--- src/rtl/encoder_ctrl_pkg.sv ---
// rtl/encoder_ctrl_pkg.sv - shared types and constants for the encoder scheduler
package encoder_ctrl_pkg;

    typedef enum logic [2:0] {
        IDLE    = 3'd0,
        COLLECT = 3'd1,
        BURST   = 3'd2,
        RUN     = 3'd3,
        DONE    = 3'd4
    } state_t;

    localparam logic [1:0] LOAD_MODE = 2'b00;
    localparam int BURST_LEN = 8;
    localparam int BUF_PTR_W = $clog2(BURST_LEN);

    typedef logic [BUF_PTR_W:0] buf_cnt_t;

    // Two-requester round robin: the favoured side only matters on a tie.
    function automatic logic [1:0] rr_pick(input logic [1:0] r, input logic favour_b);
        if (r == 2'b11) begin
            return favour_b ? 2'b10 : 2'b01;
        end
        return r;
    endfunction

endpackage

--- src/rtl/enc_burst_buf.sv ---
// rtl/enc_burst_buf.sv - 8x8 byte store filled during collect, drained during burst
module enc_burst_buf
    import encoder_ctrl_pkg::*;
(
    input  logic           clk,
    input  logic           rst,
    input  logic           wr_en,
    input  logic [7:0]     wr_data,
    input  logic           rd_en,
    output logic [7:0]     rd_data,
    output buf_cnt_t       count
);

    logic [7:0]           mem [BURST_LEN];
    logic [BUF_PTR_W-1:0] wr_ptr;
    logic [BUF_PTR_W-1:0] rd_ptr;

    always_ff @(posedge clk) begin
        if (rst) begin
            wr_ptr <= '0;
            rd_ptr <= '0;
            count  <= '0;
        end else begin
            if (wr_en) wr_ptr <= wr_ptr + 1'b1;
            if (rd_en) rd_ptr <= rd_ptr + 1'b1;
            count <= count + buf_cnt_t'(wr_en) - buf_cnt_t'(rd_en);
        end
    end

    // Contents need no reset; only the pointers define what is valid.
    always_ff @(posedge clk) begin
        if (wr_en) mem[wr_ptr] <= wr_data;
    end

    assign rd_data = mem[rd_ptr];

endmodule

--- src/rtl/encoder_scheduler.sv ---
// rtl/encoder_scheduler.sv - two-requester arbiter that collects, bursts and runs a shared encoder
module encoder_scheduler
    import encoder_ctrl_pkg::*;
#(
    parameter int OUT_CYCLES = 16
) (
    input  logic        clk,
    input  logic        rst,
    input  logic [1:0]  req,
    input  logic [1:0]  req_valid,
    input  logic [15:0] req_data,
    input  logic [3:0]  req_mode,
    input  logic [7:0]  req_max,
    input  logic [7:0]  req_min,
    output logic [1:0]  req_ready,
    output logic [1:0]  grant,
    output logic [1:0]  done,
    output logic        enc_in_valid,
    output logic [7:0]  enc_in_data,
    output logic [1:0]  enc_mode,
    output logic [3:0]  enc_max,
    output logic [3:0]  enc_min,
    output logic        busy,
    output logic [2:0]  state
);

    state_t     state_q, state_n;
    logic       ptr;
    logic [1:0] pick, own_n;
    logic [1:0] mode_q;
    logic [7:0] run_cnt;
    logic       accept, rd_en;
    logic [7:0] wr_data, rd_data;
    buf_cnt_t   buf_count;
    logic [1:0] cfg_mode;
    logic [3:0] cfg_max, cfg_min;

    enc_burst_buf u_buf (
        .clk     (clk),
        .rst     (rst),
        .wr_en   (accept),
        .wr_data (wr_data),
        .rd_en   (rd_en),
        .rd_data (rd_data),
        .count   (buf_count)
    );

    always_comb begin
        pick     = rr_pick(req, ptr);
        own_n    = (state_q == IDLE) ? pick : grant;
        accept   = (state_q == COLLECT) && |(req_ready & req_valid);
        wr_data  = grant[1] ? req_data[15:8] : req_data[7:0];
        cfg_mode = pick[1] ? req_mode[3:2] : req_mode[1:0];
        cfg_max  = pick[1] ? req_max[7:4]  : req_max[3:0];
        cfg_min  = pick[1] ? req_min[7:4]  : req_min[3:0];
        state_n  = state_q;
        case (state_q)
            IDLE:    if (|req) state_n = COLLECT;
            COLLECT: if (accept && buf_count == buf_cnt_t'(BURST_LEN - 1)) state_n = BURST;
            BURST:   if (buf_count == '0) state_n = RUN;
            RUN:     if (run_cnt == 8'(OUT_CYCLES - 1)) state_n = DONE;
            DONE:    state_n = IDLE;
            default: state_n = IDLE;
        endcase
        // Each burst cycle pops the byte the next cycle will present.
        rd_en = (state_n == BURST);
    end

    always_ff @(posedge clk) begin
        if (rst) begin
            state_q      <= IDLE;
            ptr          <= 1'b0;
            mode_q       <= LOAD_MODE;
            run_cnt      <= '0;
            grant        <= '0;
            done         <= '0;
            req_ready    <= '0;
            enc_in_valid <= 1'b0;
            enc_in_data  <= '0;
            enc_mode     <= LOAD_MODE;
            enc_max      <= '0;
            enc_min      <= '0;
            busy         <= 1'b0;
        end else begin
            state_q      <= state_n;
            busy         <= (state_n != IDLE);
            done         <= (state_n == DONE) ? grant : 2'b00;
            req_ready    <= (state_n == COLLECT) ? own_n : 2'b00;
            enc_in_valid <= (state_n == BURST);
            enc_in_data  <= (state_n == BURST) ? rd_data : 8'h00;
            enc_mode     <= (state_n == RUN) ? mode_q : LOAD_MODE;
            run_cnt      <= (state_q == RUN) ? run_cnt + 8'd1 : 8'd0;
            if (state_q == IDLE && |req) begin
                grant   <= pick;
                mode_q  <= cfg_mode;
                enc_max <= (cfg_min > cfg_max) ? cfg_min : cfg_max;
                enc_min <= (cfg_min > cfg_max) ? cfg_max : cfg_min;
            end else if (state_q == DONE) begin
                grant <= 2'b00;
                ptr   <= grant[0];
            end
        end
    end

    assign state = state_q;

endmodule

--- config.mk ---
export PLATFORM = sky130hd
export DESIGN_NAME = encoder_scheduler
export DESIGN_NICKNAME = d
export VERILOG_FILES = /design/src/rtl/encoder_ctrl_pkg.sv /design/src/rtl/enc_burst_buf.sv /design/src/rtl/encoder_scheduler.sv
export SDC_FILE = /design/constraint.sdc
export NUM_CORES = 1
export LEC_CHECK = 0
export BUFFER_PORTS_ARGS = -buffer_cell sky130_fd_sc_hd__buf_2
export CELL_PAD_IN_SITES_DETAIL_PLACEMENT = 1
export CELL_PAD_IN_SITES_GLOBAL_PLACEMENT = 2
export CORE_ASPECT_RATIO = 1.4
export CORE_MARGIN = 2
export CORE_UTILIZATION = 36
export CTS_BUF_LIST = sky130_fd_sc_hd__clkbuf_16
export DETAILED_ROUTE_END_ITERATION = 7
export PLACE_DENSITY_LB_ADDON = 0.1
export SETUP_SLACK_MARGIN = 0.02
export SYNTH_ARGS = -nofsm -noshare
export SYNTH_HDL_FRONTEND = slang
export SYNTH_HIERARCHICAL = 1
export SYNTH_SLANG_ARGS = --single-unit
export TNS_END_PERCENT = 50
--- constraint.sdc ---
create_clock -name clk -period 2.5 [get_ports clk]
set_clock_uncertainty 0.05 [all_clocks]
set_input_delay 0.5 -clock clk [delete_from_list [all_inputs] [get_ports clk]]
set_output_delay 0.5 -clock clk [all_outputs]
set_load 0.02 [all_outputs]
==> flow_summary.json <==
{
  "status": "finished, final reports clean",
  "drt_pass1_iterations": 4,
  "syn_inst": 380,
  "switchingPower_mw": 1.17,
  "maxCapViolCount": 0,
  "track_usage_pct": 16.7,
  "drt_iter0_markers": 89,
  "clkPwrFrac_pct": 48.5,
  "hold_class": "primary input to register",
  "syn_avg_cell_area_um2": 13.4,
  "fill_cells": 1457,
  "power_frac_seq_pct": 43.4,
  "startpoint_type": "register",
  "finalHoldViolCount": 0,
  "fmax_mhz": 423,
  "crit_family": "adder cells",
  "overflow": 0,
  "setup_viol": 0,
  "wirelength_um": 11800,
  "dp_cells": 653,
  "antenna_left": 0,
  "syn-cell-area_um2": 5090,
  "switching_share_pct": 23.9,
  "drv_slew": 0,
  "io-pin-count": 71,
  "gp_congestion": 0.723,
  "insertion_delay_ns": 0.41,
  "antenna_found_initial": 0,
  "cts_tree": "built",
  "required_ns": 2.74,
  "synth_nets": 434,
  "cts_max_level": 4,
  "synth_ff_type": "edfxtp_1",
  "cp_slowest_cell": "fa_1",
  "final_cell_area_um2": 6440,
  "p_per_area_nw_per_um2": 758,
  "synth_edf_count": 64,
  "postPlaceCellArea_um2": 5820,
  "synth-seq-cells": 117,
  "layout.nets": 542,
  "viasPerCell": 5.00,
  "drcViolationCount": 0,
  "ys_seq_area_share_pct": 58.6,
  "critPathArrivalTime_ns": 2.61,
  "yosysWarnings": 6,
  "cts.sinks": 117,
  "min_period_ns": 2.36,
  "drive_gt1_share_pct": 34.5,
  "io_buffers": 70,
  "core_region_area_um2": 13800,
  "clk_pin_slew_worst_paths_ns": 0.06,
  "grt_pass1_vias": 3662,
  "avgRoutedWirePerCell_um": 17.2,
  "grt_setup_unrepaired": "false",
  "tightest_slew_ns": 0.865,
  "slew_headroom_pct": 42.0,
  "path_buf_inv": 2,
  "die-area_um2": 15100,
  "postLayoutCoreUtil_pct": 46.5,
  "numCtsBuffers": 17,
  "multi_input_comb_area_um2": 1980,
  "fp.dieH_um": 145,
  "path_cells": "nor4_4, nand3_2, a31oi_4, ha_1, inv_1, ha_1, inv_1, fa_1, xor2_1, nor2_1",
  "cp-end-kind": "register",
  "p_int_mw": 3.72,
  "grt_pass1_wl_um": 18900,
  "cts_buffer_depth": 2,
  "stdcell_count": 686,
  "grt_max_degree": 23,
  "dieWidth_um": 104,
  "area_delta_synth_final_pct": 26.6,
  "cp_slowest_stage_delay_ns": 0.40,
  "peakVddDrop_v": 0.000321,
  "diodes": 0,
  "cp_max_fo": 3,
  "fin_crit_sh_pct": 94.6,
  "rows": 51,
  "async_flop_share_pct": 0,
  "p_leak_nw": 2.53,
  "start_util_pct": 36.7,
  "pwr-share-comb_pct": 8.1,
  "cts_root_buffer": "clkbuf_16",
  "seqCellArea_um2": 2990,
  "hpwl_um": 8360,
  "num_vias": 3428,
  "crit_type": "register to register",
  "synth.distinct_cells": 58
}
## final cells by class
class | instances | share of cell area, %
Clock buffer | 17 | 6.60
Tap cell | 185 | 3.59
Timing Repair Buffer | 103 | 9.48
Clock inverter | 15 | 2.41
Sequential cell | 117 | 46.3
Multi-Input combinational cell | 236 | 30.8
Inverter | 13 | 0.758
## timing repair
item / in CTS / in global routing
resized for setup: 1 / 6
hold buffers: 0 / 0
endpoints found under the setup margin: 1 / 3
pin swaps: 0 / 3
buffers inserted: 0 / 1
## final timing paths
check	startpoint	end	slack, ns	depth (start not counted)
worst min register to register	run_cnt[0]	run_cnt[0]	0.39	1
worst max-delay path	run_cnt[7]	u_buf/count[2]	0.14	10
worst min-delay path	req_mode[2]	mode_q[0]	0.31	3
worst max register to register	run_cnt[7]	u_buf/count[2]	0.14	10
## state kept, by name, indices dropped and copies added, names as in the netlist, 2 cells and up, named ones only
register      count
u_buf/wr_ptr      3
run_cnt           8
done              2
state             3
u_buf/mem        64
mode_q            2
enc_in_data       8
grant             2
enc_max           4
req_ready         2
enc_min           4
u_buf/count       4
u_buf/rd_ptr      3
enc_mode          2
## routing by layer
| metal | share of wire (%) | up-vias | track usage [%] |
|---|---|---|---|
| met4 | 0.84 | 0 | 6.05 |
| met5 | 0 | - | 0 |
| met1 | 40 | 1705 | 17.2 |
| met2 | 56 | 66 | 32.3 |
| met3 | 2.8 | 7 | 4.21 |
| li1 | - | 1650 | - |
## placed cells by master, fill, tap and decap left out, types with 8 or more instances in the layout
| master | Yosys | layout |
|---|---|---|
| and2_1 | 11 | 11 |
| nand3_1 | 23 | 22 |
| nand2_1 | 14 | 14 |
| dfxtp_1 | 53 | 51 |
| and3_1 | 12 | 12 |
| o211ai_1 | 16 | 16 |
| a21boi_0 | 8 | 8 |
| mux4_1 | 15 | 15 |
| buf_2 | 1 | 70 |
| mux2_2 | 16 | 16 |
| edfxtp_1 | 64 | 64 |
| buf_4 | 0 | 32 |
| clkbuf_16 | 0 | 17 |
| inv_1 | 12 | 12 |
| ha_1 | 11 | 11 |
| nor2_1 | 42 | 42 |
## worst register-to-register path, stage by stage (launching register included)
cell     delay (ns)
dfxtp_1        0.34
nor4_4         0.35
nand3_2        0.16
a31oi_4        0.21
ha_1           0.25
inv_1          0.06
ha_1           0.16
inv_1          0.06
fa_1           0.40
xor2_1         0.16
nor2_1         0.06
## through the flow
stage,TNS (ns),hold WS (ns),setup slack [ns],total power [mW]
detailed placement,-0.0157,0.384,-0.0157,2.56
floorplan,0,0.363,0.0442,2.40
global route,0,0.305,0.00656,5.09
finish,0,0.306,0.135,4.89
global placement,0,0.378,0.0490,2.55
CTS,0,0.290,0.0343,4.96
## power groups by stage
| stage | combinational, mW | clock [mW] | sequential (mW) |
|---|---|---|---|
| 3_3_place_gp | 0.394 | 0 | 2.16 |
| 3_5_place_dp | 0.404 | 0 | 2.16 |
| 6_report | 0.397 | 2.37 | 2.12 |
| 2_1_floorplan | 0.215 | 0 | 2.19 |
| 5_1_grt | 0.444 | 2.52 | 2.12 |
| 4_1_cts | 0.405 | 2.44 | 2.12 |
## synth_stat cells (all sizes together), types with 7 or more instances
master	instances	area (um2)
a21boi	8	60.1
buf	7	66.3
ha	11	138
nand3	24	125
clkbuf	7	46.3
and2	12	76.3
nand2	14	52.6
edfxtp	64	1920
and3	13	82.6
inv	12	45.0
o211ai	16	120
mux4	16	417
dfxtp	53	1060
mux2	16	180
nor2	42	158
## cells by family (layout without fill, tap and decap cells)
family                   after synthesis  count (layout)  synth area share [%]
buffers and inverters                 27             148                  3.17
AO/OA/AOI/OAI                         48              48                  7.20
adder cells (fa/ha/maj)               12              12                  3.10
XOR/XNOR                              11              11                  1.89
multiplexers                          36              36                  12.5
flip-flops                           117             117                  58.6
AND/OR/NAND/NOR                      129             129                  13.5
No activity file was read; power rests on OpenSTA's default activity.
